<file path="src/rtl/riscv_pkg.sv">
// Shared types for the retirement tracer: the trace record layout and counter widths.
package riscv_pkg;

    localparam int unsigned REC_XLEN     = 32;
    localparam int unsigned REC_SEQ_W    = 32;
    localparam int unsigned TRACE_DROP_W = 16;

    // Field widths here must match the XLEN/SEQ_W the tracer is built with.
    typedef struct packed {
        logic [REC_SEQ_W-1:0] seq;
        logic [REC_XLEN-1:0]  pc;
        logic [REC_XLEN-1:0]  instr;
        logic                 rd_we;
        logic [4:0]           rd;
        logic [REC_XLEN-1:0]  rd_data;
        logic                 mem_we;
        logic [REC_XLEN-1:0]  mem_addr;
        logic [REC_XLEN-1:0]  mem_data;
    } trace_rec_t;

endpackage

</file>
<file path="src/rtl/riscv_retire_tracer_if.sv">
// Trace record stream from the tracer (master) to a debug/log sink (slave).
interface riscv_retire_tracer_if #(
    parameter int unsigned XLEN  = 32,
    parameter int unsigned SEQ_W = 32
) ();
    logic             trace_valid;
    logic             trace_ready;
    logic [SEQ_W-1:0] trace_seq;
    logic [XLEN-1:0]  trace_pc;
    logic [XLEN-1:0]  trace_instr;
    logic             trace_rd_we;
    logic [4:0]       trace_rd;
    logic [XLEN-1:0]  trace_rd_data;
    logic             trace_mem_we;
    logic [XLEN-1:0]  trace_mem_addr;
    logic [XLEN-1:0]  trace_mem_data;

    modport master (
        output trace_valid, trace_seq, trace_pc, trace_instr, trace_rd_we, trace_rd,
               trace_rd_data, trace_mem_we, trace_mem_addr, trace_mem_data,
        input  trace_ready
    );

    modport slave (
        input  trace_valid, trace_seq, trace_pc, trace_instr, trace_rd_we, trace_rd,
               trace_rd_data, trace_mem_we, trace_mem_addr, trace_mem_data,
        output trace_ready
    );
endinterface

</file>
<file path="src/rtl/trace_fifo.sv">
// Generic first-word-fall-through FIFO; head data reads as zero while empty.
module trace_fifo #(
    parameter int unsigned WIDTH = 8,
    parameter int unsigned DEPTH = 8,
    localparam int unsigned AW   = $clog2(DEPTH)
) (
    input  logic             clk_i,
    input  logic             rstn_i,
    input  logic             push_i,
    input  logic             pop_i,
    input  logic             flush_i,
    input  logic [WIDTH-1:0] wdata_i,
    output logic [WIDTH-1:0] rdata_o,
    output logic             full_o,
    output logic             empty_o,
    output logic [AW:0]      count_o
);
    localparam logic [AW:0] PTR_ONE = (AW+1)'(1);

    logic [WIDTH-1:0] mem_q [DEPTH];
    logic [AW:0]      wr_ptr_q, wr_ptr_d;
    logic [AW:0]      rd_ptr_q, rd_ptr_d;
    logic             push_ok, pop_ok;

    assign empty_o = (wr_ptr_q == rd_ptr_q);
    assign full_o  = (wr_ptr_q[AW] != rd_ptr_q[AW]) && (wr_ptr_q[AW-1:0] == rd_ptr_q[AW-1:0]);
    assign count_o = wr_ptr_q - rd_ptr_q;
    assign rdata_o = empty_o ? '0 : mem_q[rd_ptr_q[AW-1:0]];

    always_comb begin
        pop_ok   = pop_i && !empty_o;
        // A full FIFO still accepts a push when the head leaves in the same cycle.
        push_ok  = push_i && (!full_o || pop_ok);
        wr_ptr_d = wr_ptr_q;
        rd_ptr_d = rd_ptr_q;
        if (flush_i) begin
            wr_ptr_d = '0;
            rd_ptr_d = '0;
        end else begin
            if (push_ok) wr_ptr_d = wr_ptr_q + PTR_ONE;
            if (pop_ok)  rd_ptr_d = rd_ptr_q + PTR_ONE;
        end
    end

    always_ff @(posedge clk_i or negedge rstn_i) begin
        if (!rstn_i) begin
            wr_ptr_q <= '0;
            rd_ptr_q <= '0;
        end else begin
            wr_ptr_q <= wr_ptr_d;
            rd_ptr_q <= rd_ptr_d;
        end
    end

    always_ff @(posedge clk_i) begin
        if (push_ok && !flush_i) mem_q[wr_ptr_q[AW-1:0]] <= wdata_i;
    end
endmodule

</file>
<file path="src/rtl/riscv_retire_tracer.sv">
// Builds one trace record per retired instruction, buffers it and streams it to a sink.
module riscv_retire_tracer
    import riscv_pkg::*;
#(
    parameter int unsigned XLEN  = 32,
    parameter int unsigned DEPTH = 8,
    parameter int unsigned SEQ_W = 32
) (
    input  logic                       clk_i,
    input  logic                       rstn_i,
    input  logic                       update_i,
    input  logic [XLEN-1:0]            pc_i,
    input  logic [XLEN-1:0]            instr_i,
    input  logic [4:0]                 reg_addr_i,
    input  logic [XLEN-1:0]            reg_data_i,
    input  logic                       mem_wrt_i,
    input  logic [XLEN-1:0]            mem_addr_i,
    input  logic [XLEN-1:0]            mem_data_i,
    input  logic                       flush_i,
    riscv_retire_tracer_if.master      trace_if,
    output logic [$clog2(DEPTH):0]     count_o,
    output logic [TRACE_DROP_W-1:0]    drop_cnt_o
);
    logic                    pending_q, pending_d;
    logic [XLEN-1:0]         pend_addr_q, pend_addr_d;
    logic [XLEN-1:0]         pend_data_q, pend_data_d;
    logic [SEQ_W-1:0]        seq_q, seq_d;
    logic [TRACE_DROP_W-1:0] drop_q, drop_d;

    trace_rec_t rec;
    trace_rec_t head;
    logic       fifo_full, fifo_empty, fifo_pop, fifo_push;

    always_comb begin
        rec          = '0;
        rec.seq      = seq_q;
        rec.pc       = pc_i;
        rec.instr    = instr_i;
        rec.rd_we    = (reg_addr_i != 5'd0);
        rec.rd       = reg_addr_i;
        rec.rd_data  = reg_data_i;
        if (mem_wrt_i) begin
            rec.mem_we   = 1'b1;
            rec.mem_addr = mem_addr_i;
            rec.mem_data = mem_data_i;
        end else if (pending_q) begin
            rec.mem_we   = 1'b1;
            rec.mem_addr = pend_addr_q;
            rec.mem_data = pend_data_q;
        end
    end

    assign fifo_pop  = !fifo_empty && trace_if.trace_ready;
    assign fifo_push = update_i && !flush_i;

    always_comb begin
        pending_d   = pending_q;
        pend_addr_d = pend_addr_q;
        pend_data_d = pend_data_q;
        seq_d       = seq_q;
        drop_d      = drop_q;

        if (update_i || flush_i) begin
            pending_d = 1'b0;
        end else if (mem_wrt_i) begin
            pending_d   = 1'b1;
            pend_addr_d = mem_addr_i;
            pend_data_d = mem_data_i;
        end

        // Sequence advances even for dropped/flushed records so gaps reveal loss.
        if (update_i) seq_d = seq_q + SEQ_W'(1);

        if (fifo_push && fifo_full && !fifo_pop && (drop_q != '1)) begin
            drop_d = drop_q + TRACE_DROP_W'(1);
        end
    end

    always_ff @(posedge clk_i or negedge rstn_i) begin
        if (!rstn_i) begin
            pending_q   <= 1'b0;
            pend_addr_q <= '0;
            pend_data_q <= '0;
            seq_q       <= '0;
            drop_q      <= '0;
        end else begin
            pending_q   <= pending_d;
            pend_addr_q <= pend_addr_d;
            pend_data_q <= pend_data_d;
            seq_q       <= seq_d;
            drop_q      <= drop_d;
        end
    end

    trace_fifo #(
        .WIDTH ($bits(trace_rec_t)),
        .DEPTH (DEPTH)
    ) u_fifo (
        .clk_i   (clk_i),
        .rstn_i  (rstn_i),
        .push_i  (fifo_push),
        .pop_i   (fifo_pop),
        .flush_i (flush_i),
        .wdata_i (rec),
        .rdata_o (head),
        .full_o  (fifo_full),
        .empty_o (fifo_empty),
        .count_o (count_o)
    );

    assign drop_cnt_o              = drop_q;
    assign trace_if.trace_valid    = !fifo_empty;
    assign trace_if.trace_seq      = head.seq;
    assign trace_if.trace_pc       = head.pc;
    assign trace_if.trace_instr    = head.instr;
    assign trace_if.trace_rd_we    = head.rd_we;
    assign trace_if.trace_rd       = head.rd;
    assign trace_if.trace_rd_data  = head.rd_data;
    assign trace_if.trace_mem_we   = head.mem_we;
    assign trace_if.trace_mem_addr = head.mem_addr;
    assign trace_if.trace_mem_data = head.mem_data;
endmodule

</file>
<file path="src/flat_wrapper.sv">
// flat-port wrapper written by rule: the top's interface ports become plain ports
module riscv_retire_tracer_flat import riscv_pkg::*;
#(
    parameter int unsigned XLEN  = 32,
    parameter int unsigned DEPTH = 8,
    parameter int unsigned SEQ_W = 32
)
  (clk_i, rstn_i, update_i, pc_i, instr_i, reg_addr_i, reg_data_i, mem_wrt_i, mem_addr_i, mem_data_i, flush_i, count_o, drop_cnt_o, trace_if_trace_valid, trace_if_trace_seq, trace_if_trace_pc, trace_if_trace_instr, trace_if_trace_rd_we, trace_if_trace_rd, trace_if_trace_rd_data, trace_if_trace_mem_we, trace_if_trace_mem_addr, trace_if_trace_mem_data, trace_if_trace_ready);
  riscv_retire_tracer_if #(.XLEN(XLEN), .SEQ_W(SEQ_W)) trace_if_i ();
  input  logic clk_i;
  input  logic rstn_i;
  input  logic update_i;
  input  logic [XLEN-1:0] pc_i;
  input  logic [XLEN-1:0] instr_i;
  input  logic [4:0] reg_addr_i;
  input  logic [XLEN-1:0] reg_data_i;
  input  logic mem_wrt_i;
  input  logic [XLEN-1:0] mem_addr_i;
  input  logic [XLEN-1:0] mem_data_i;
  input  logic flush_i;
  output logic [$clog2(DEPTH):0] count_o;
  output logic [TRACE_DROP_W-1:0] drop_cnt_o;
  output wire logic [$bits(trace_if_i.trace_valid)-1:0] trace_if_trace_valid;
  output wire logic [$bits(trace_if_i.trace_seq)-1:0] trace_if_trace_seq;
  output wire logic [$bits(trace_if_i.trace_pc)-1:0] trace_if_trace_pc;
  output wire logic [$bits(trace_if_i.trace_instr)-1:0] trace_if_trace_instr;
  output wire logic [$bits(trace_if_i.trace_rd_we)-1:0] trace_if_trace_rd_we;
  output wire logic [$bits(trace_if_i.trace_rd)-1:0] trace_if_trace_rd;
  output wire logic [$bits(trace_if_i.trace_rd_data)-1:0] trace_if_trace_rd_data;
  output wire logic [$bits(trace_if_i.trace_mem_we)-1:0] trace_if_trace_mem_we;
  output wire logic [$bits(trace_if_i.trace_mem_addr)-1:0] trace_if_trace_mem_addr;
  output wire logic [$bits(trace_if_i.trace_mem_data)-1:0] trace_if_trace_mem_data;
  input wire logic [$bits(trace_if_i.trace_ready)-1:0] trace_if_trace_ready;
  assign trace_if_trace_valid = trace_if_i.trace_valid;
  assign trace_if_trace_seq = trace_if_i.trace_seq;
  assign trace_if_trace_pc = trace_if_i.trace_pc;
  assign trace_if_trace_instr = trace_if_i.trace_instr;
  assign trace_if_trace_rd_we = trace_if_i.trace_rd_we;
  assign trace_if_trace_rd = trace_if_i.trace_rd;
  assign trace_if_trace_rd_data = trace_if_i.trace_rd_data;
  assign trace_if_trace_mem_we = trace_if_i.trace_mem_we;
  assign trace_if_trace_mem_addr = trace_if_i.trace_mem_addr;
  assign trace_if_trace_mem_data = trace_if_i.trace_mem_data;
  assign trace_if_i.trace_ready = trace_if_trace_ready;
  riscv_retire_tracer #(.XLEN(XLEN), .DEPTH(DEPTH), .SEQ_W(SEQ_W)) u_core (.clk_i(clk_i), .rstn_i(rstn_i), .update_i(update_i), .pc_i(pc_i), .instr_i(instr_i), .reg_addr_i(reg_addr_i), .reg_data_i(reg_data_i), .mem_wrt_i(mem_wrt_i), .mem_addr_i(mem_addr_i), .mem_data_i(mem_data_i), .flush_i(flush_i), .trace_if(trace_if_i), .count_o(count_o), .drop_cnt_o(drop_cnt_o));
endmodule
</file>
<file path="config.mk">
export PLATFORM = sky130hd
export DESIGN_NAME = riscv_retire_tracer_flat
export DESIGN_NICKNAME = d
export VERILOG_FILES = /design/src/rtl/riscv_pkg.sv /design/src/rtl/riscv_retire_tracer_if.sv /design/src/rtl/trace_fifo.sv /design/src/rtl/riscv_retire_tracer.sv /design/src/flat_wrapper.sv
export SDC_FILE = /design/constraint.sdc
export NUM_CORES = 2
export LEC_CHECK = 0
export CAP_MARGIN = 25
export CORE_ASPECT_RATIO = 0.75
export CORE_UTILIZATION = 40
export CTS_CLUSTER_DIAMETER = 150
export CTS_CLUSTER_SIZE = 14
export DETAILED_ROUTE_END_ITERATION = 10
export PLACE_DENSITY = 0.57
export SKIP_CTS_REPAIR_TIMING = 1
export SLEW_MARGIN = 20
export SYNTH_ARGS = -nofsm -noshare
export SYNTH_HDL_FRONTEND = slang
export SYNTH_SLANG_ARGS = --single-unit
</file>
<file path="constraint.sdc">
create_clock -name clk_i -period 30.8 [get_ports clk_i]
set_input_delay 4.62 -clock clk_i [delete_from_list [all_inputs] [get_ports clk_i]]
set_output_delay 4.62 -clock clk_i [all_outputs]
set_load 0.005 [all_outputs]
</file>
# ---- Yosys cells after proc, flatten, opt, wreduce, memory -nomap -nowiden
# Memories as Yosys holds them, arrays and structs flattened.
# Cells that the tools add are included.
# Widths: inputs -> output; s select.
dict set report classes {
  addsub 5
  n_eq_ne 4
  mux 11
  bitwise 1
  n_reduce_logical 20
}
# operator n
set op_table {}
lappend op_table {{$mux 199} 1}
lappend op_table {{$mux 65} 2}
lappend op_table {{$add 32x1->32 const B} 1}
lappend op_table {{$add 16x1->16 const B} 1}
lappend op_table {{$mux 4} 4}
lappend op_table {{$ne 16x16->1 const B} 1}
lappend op_table {{$logic_and 1x1->1} 9}
lappend op_table {{$add 4x1->4 const B} 2}
lappend op_table {{$reduce_bool 2->1} 3}
lappend op_table {{$reduce_bool 5->1} 1}
lappend op_table {{$eq 4x4->1} 1}
lappend op_table {{$logic_not 1->1} 4}
lappend op_table {{$mux 1} 4}
lappend op_table {{$sub 4x4->4} 1}
lappend op_table {{$eq 3x3->1} 1}
lappend op_table {{$logic_or 1x1->1} 2}
lappend op_table {{$reduce_and 2->1} 1}
lappend op_table {{$ne 1x1->1} 1}
lappend op_table {{$not 1->1} 1}
dict set report word_totals {
  ff_bits 121
  ramBits 1592
  in_bits 171
  output_inout_bits 220
  n_memories 1
}
# name depth word_bits read_ports rd_clocked_by_memory_dff wr line
set mem_list {}
lappend mem_list {u_core.u_fifo.mem_q 8 199 1 0 1 trace_fifo.sv:20} ;# logic [WIDTH-1:0] mem_q [DEPTH];

# ---- Depth between registers and ports, before layout
dict set report depth {
  ltp_word 9
  mapped_depth 11
  depth_no_buf 6
}

# ---- Modules after synthesis
# A second synthesis with hierarchy kept.
dict set report hier_totals {
  cells_unflattened 2812
  area_unflattened_um2 65196.3
}
# module n_inst cells_each area_each_um2 seq_area_each_um2
set by_module_without_submodules {}
lappend by_module_without_submodules {trace_fifo 1 2395 59891.2 48006.0}
lappend by_module_without_submodules {riscv_retire_tracer 1 417 5305.1 2827.7}

# ---- Worst setup path after synthesis
# OpenSTA, ideal clock, no wires.
dict set report synth_timing {
  path_type {input to register}
  from {input update_i}
  to {memory u_core.u_fifo.mem_q[0][0] (netlist name) (enable)}
  setup_time_ps 1002
  arrival_time_ps 18717
  setup_slack_ps 11081
  cell_stages 5
  cell_sequence {buf_2 nor2b_1 o31ai_1 nand2b_1 nor3_1}
}
dict set report synth_via {
  elab_chain_len 5
}
# element line
set synth_lines {}
lappend synth_lines {{from (decl)} flat_wrapper.sv:12} ;# input logic update_i;
lappend synth_lines {{$logic_and 1x1->1} riscv_retire_tracer.sv:54} ;# assign fifo_push = update_i && !flush_i;
lappend synth_lines {{$logic_and 1x1->1} trace_fifo.sv:33} ;# push_ok = push_i && (!full_o || pop_ok);
lappend synth_lines {{$logic_and 1x1->1} trace_fifo.sv:56} ;# if (push_ok && !flush_i) mem_q[wr_ptr_q[AW-1:0]] <= wdata_i;
lappend synth_lines {{$mux 1} trace_fifo.sv:56}
lappend synth_lines {{$mux 1 (not written as such)} trace_fifo.sv:56}
lappend synth_lines {{to (decl)} trace_fifo.sv:20}
# Every way passes these cells.

# ---- Final worst setup path
dict set report layout_timing {
  from {register u_core.u_fifo.rd_ptr_q[0]}
  to {output trace_if_trace_mem_data[28]}
}
dict set report layout_via {
  elab_chain_len 2
  word_cells_on_any_way 3
  classes_between {eq/ne: 1; mux: 1; memory: 1}
}
# element line
set layout_lines {}
lappend layout_lines {{from (decl)} trace_fifo.sv:22} ;# logic [AW:0] rd_ptr_q, rd_ptr_d;
lappend layout_lines {{from (signal assigned)} trace_fifo.sv:51} ;# rd_ptr_q <= rd_ptr_d;
lappend layout_lines {{$mem_v2 8x199 or $eq 4x4->1 (tied branches)} n/a}
lappend layout_lines {{$mux 199 (*)} trace_fifo.sv:28} ;# assign rdata_o = empty_o ? '0 : mem_q[rd_ptr_q[AW-1:0]];
lappend layout_lines {{to (decl)} flat_wrapper.sv:32} ;# output wire logic [$bits(trace_if_i.trace_mem_data)-1:0] trace_if_trace_mem_data;
# Every way passes the cells marked *; elsewhere a longest branch is shown, timed or not.

==> impl_metrics.csv <==
group,metric,value,unit
outcome,run_status,"completed",
worst_setup_path,cp-start-kind,"register",
sta,worst_slew_pin_slew,1066,ps
floorplanning,initial_core_util,0.4038,
power,powerDensity,68.88,mW/mm^2
sta,rsz0062_at_grt,"false",
sta,fin_setup_tns,0,ps
drt,wirelength,155300,um
clocking,clockRootBuffer,"clkbuf_16",
sta,worst_clock_skew,24.47,ps
synth,ys_ff_latch,1713,
sta,fmax,99.07,MHz
sta,drv_slew,0,
placed_design,hpwl,78020,um
synth,synth_seq_area_share,0.7729,
worst_setup_path,crit_path_max_incr_delay,830,ps
worst_setup_path,cp.arrival,5470,ps
floorplanning,die_h,353.2,um
drt,dr.pass1.iters,5,
finish,final_nets,3823,
grt,grt_pass1_vias,33170,
clocking,cts_max_path_buffers,3,
worst_setup_path,cp_common_cell,"buf_4",
floorplanning,die_area,0.1661,mm^2
synth,yosysWarningCount,0,
power,p_leak,23.83,nW
sta,fin_crit,10090,ps
placed_design,gp_congestion,0.7235,
drt,drc,0,
drt,first_iter_violations,2408,
synth,synth_area_leader_cell,"edfxtp_1",
worst_setup_path,path_class,"register to output pin",
synth,ys_types,41,
drt,vias_per_cell,5.439,
clocking,cts_buffers,140,
clocking,htree_levels,4,
sta,setup_viol,0,
synth,synth-simple-area-share,0.03320,
synth,synth_top_family_by_area,"multiplexers",
placed_design,port_buffers,390,
worst_setup_path,path_buf_inv,5,
drt,antenna_left,0,
floorplanning,die_w,470.2,um
sta,hold_slack,503.0,ps
power,ir_worst_vdd,55.59,uV
clocking,clk-insertion-delay-late,780,ps
clocking,clk_pin_slew,70,ps
power,power,5.259,mW
finish,syn2layout_area_growth,16.07,%
grt,grt_pass1_wl,227900,um
worst_setup_path,cp.required,26180,ps
synth,postSynthCellCount,3232,
sta,slew_headroom,0.2896,
worst_setup_path,critPathMaxFanout,45,
floorplanning,placementRows,128,
grt,grt-ovfl-total,0,
finish,final.fill_count,13450,
drt,drt-wirelength-per-cell,26.49,um
drt,dr_total_vias,31880,
synth,synth.net_count,3411,
finish,final_layout_size_suffix_gt1_frac,0.1927,
sta,fin_crit_sh,0.3277,
clocking,clock_sinks,1713,
synth,synth-compound-area-share,0.02481,
clocking,cts_tree,"built",
worst_setup_path,cp_slowest_cell,"buf_4",
synth,synth_fa_ha_area_frac,0.001636,
sta,hold_viol_final,0,
synth,synth.mux.area_fraction,0.1486,
hold_path,hold_class,"register to register",
grt,grt_start_max_net_pins,129,
floorplanning,core_area,0.1629,mm^2
synth,synth_top_cell_area_share,0.7268,
synth,netlist_area,0.06577,mm^2
grt,gr-usage-all-layers,0.1867,
synth,syn_avg_cell_area,20.35,um^2
flow_run,maxCapViolCount,0,
worst_setup_path,path_cells,"buf_4 -> buf_4 -> buf_12 -> buf_4 -> mux4_2 -> nand2_1 -> a21oi_1 -> clkdlybuf4s50_1",
worst_setup_path,endpoint_kind,"output pin",
floorplanning,pin_count,391,
grt,antenna_found_initial,16,
synth,synth_xor_area_frac,0.006658,
synth,synth_area_leaders,"edfxtp_1 73%, mux4_2 14%, dfrtp_1 4.6%, nand2_1 2.4%, a21oi_1 1.5%",
worst_setup_path,critPathTopFamily,"buffers and inverters",
-- per-stage QoR --
step	util	std cells	area, um^2	setup slack [ps]
final	0.4687	5861	76350	20710
after global routing	0.4687	5861	76350	20180
after CTS	0.4682	5852	76250	20280
after detailed placement	0.4438	5643	72290	21170
after global placement	0.4436	5642	72250	21190
after floorplan	-	3232	65770	11080
-- final cells by class --
type	instances	area, um^2	share of cell area
flip-flops and latches	1713	50850	0.6660
inverters	13	56.30	0.0007375
repair buffers	455	4563	0.05977
diodes	5	12.51	0.0001639
clock inverters	7	78.83	0.001032
well taps	2145	2684	0.03515
multi-input cells	1321	14220	0.1863
clock buffers	202	3885	0.05089
-- registers in the layout, summed over array words and instances (netlist names) --
register,flops
u_core.drop_cnt_o,16
u_core.pend_addr_q,32
u_core.pend_data_q,32
u_core.pending_q,1
u_core.seq_q,32
u_core.u_fifo.mem_q,1592
u_core.u_fifo.rd_ptr_q,4
u_core.u_fifo.wr_ptr_q,4
-- final timing paths --
path	startpoint	endpoint	slack, ps	cells past startpoint
min reg2reg	u_core.drop_cnt_o[8]	u_core.drop_cnt_o[8]	500	1
max reg2reg	u_core.u_fifo.rd_ptr_q[2]	u_core.u_fifo.mem_q[0][107]	25750	9
max	u_core.u_fifo.rd_ptr_q[0]	trace_if_trace_mem_data[28]	20710	8
min in group asynchronous	rstn_i	u_core.pend_data_q[31]	3920	1
max in group asynchronous	rstn_i	u_core.u_fifo.rd_ptr_q[2]	25370	2
min	u_core.drop_cnt_o[8]	u_core.drop_cnt_o[8]	500	1
-- layout by cell type (no fill, tap or decap), drive strengths merged, types with 2 or more instances in the layout --
cell type / netlist / final
a21oi: 200 / 200
a22o: 63 / 63
and2: 4 / 4
and3: 6 / 6
buf: 61 / 67
clkbuf: 124 / 202
clkdlybuf4s50: 0 / 388
clkinv: 0 / 2
dfrtp: 121 / 121
diode: 0 / 5
edfxtp: 1592 / 1592
ha: 7 / 7
inv: 13 / 18
mux2: 70 / 70
mux2i: 2 / 2
mux4: 398 / 398
nand2: 416 / 416
nand2b: 2 / 2
nand3: 18 / 18
nand4: 18 / 18
nor2: 18 / 18
nor2b: 3 / 3
nor3: 9 / 9
nor3b: 4 / 4
nor4: 12 / 12
o211ai: 2 / 2
o21ai: 5 / 5
o31ai: 3 / 3
or2: 2 / 2
xnor2: 32 / 32
xor2: 18 / 18
-- synth_stat cells (all sizes together) --
cell type	instances
a21o	1
a21oi	200
a22o	63
and2	4
and3	6
and4	1
buf	61
clkbuf	124
dfrtp	121
edfxtp	1592
fa	1
ha	7
inv	13
mux2	70
mux2i	2
mux4	398
nand2	416
nand2b	2
nand3	18
nand3b	1
nand4	18
nand4b	1
nor2	18
nor2b	3
nor3	9
nor3b	4
nor4	12
nor4b	1
o211ai	2
o21ai	5
o311ai	1
o31ai	3
or2	2
or2b	1
or4b	1
xnor2	32
xor2	18
-- layer usage --
layer  global-route usage  share of wire  vias up
met2               0.3040           0.49      739
li1                     -              -    13820
met1               0.2576           0.44    17110
met5                    0        0.00080        -
met3              0.03852          0.051      185
met4              0.04572          0.018       20
-- kinds of logic after synthesis --
group | after synthesis
buffers and inverters | 198
AND/OR/NAND/NOR | 518
AO/OA/AOI/OAI | 275
adder cells (fa/ha/maj) | 8
multiplexers | 470
XOR/XNOR | 50
flip-flops | 1713
-- report_power, final --
part           switching, mW  internal, mW  total, mW
combinational          0.456         0.487      0.944
clock                  0.791         0.870       1.66
sequential            0.0421          2.61       2.65
(Power assumes the default switching activity.)
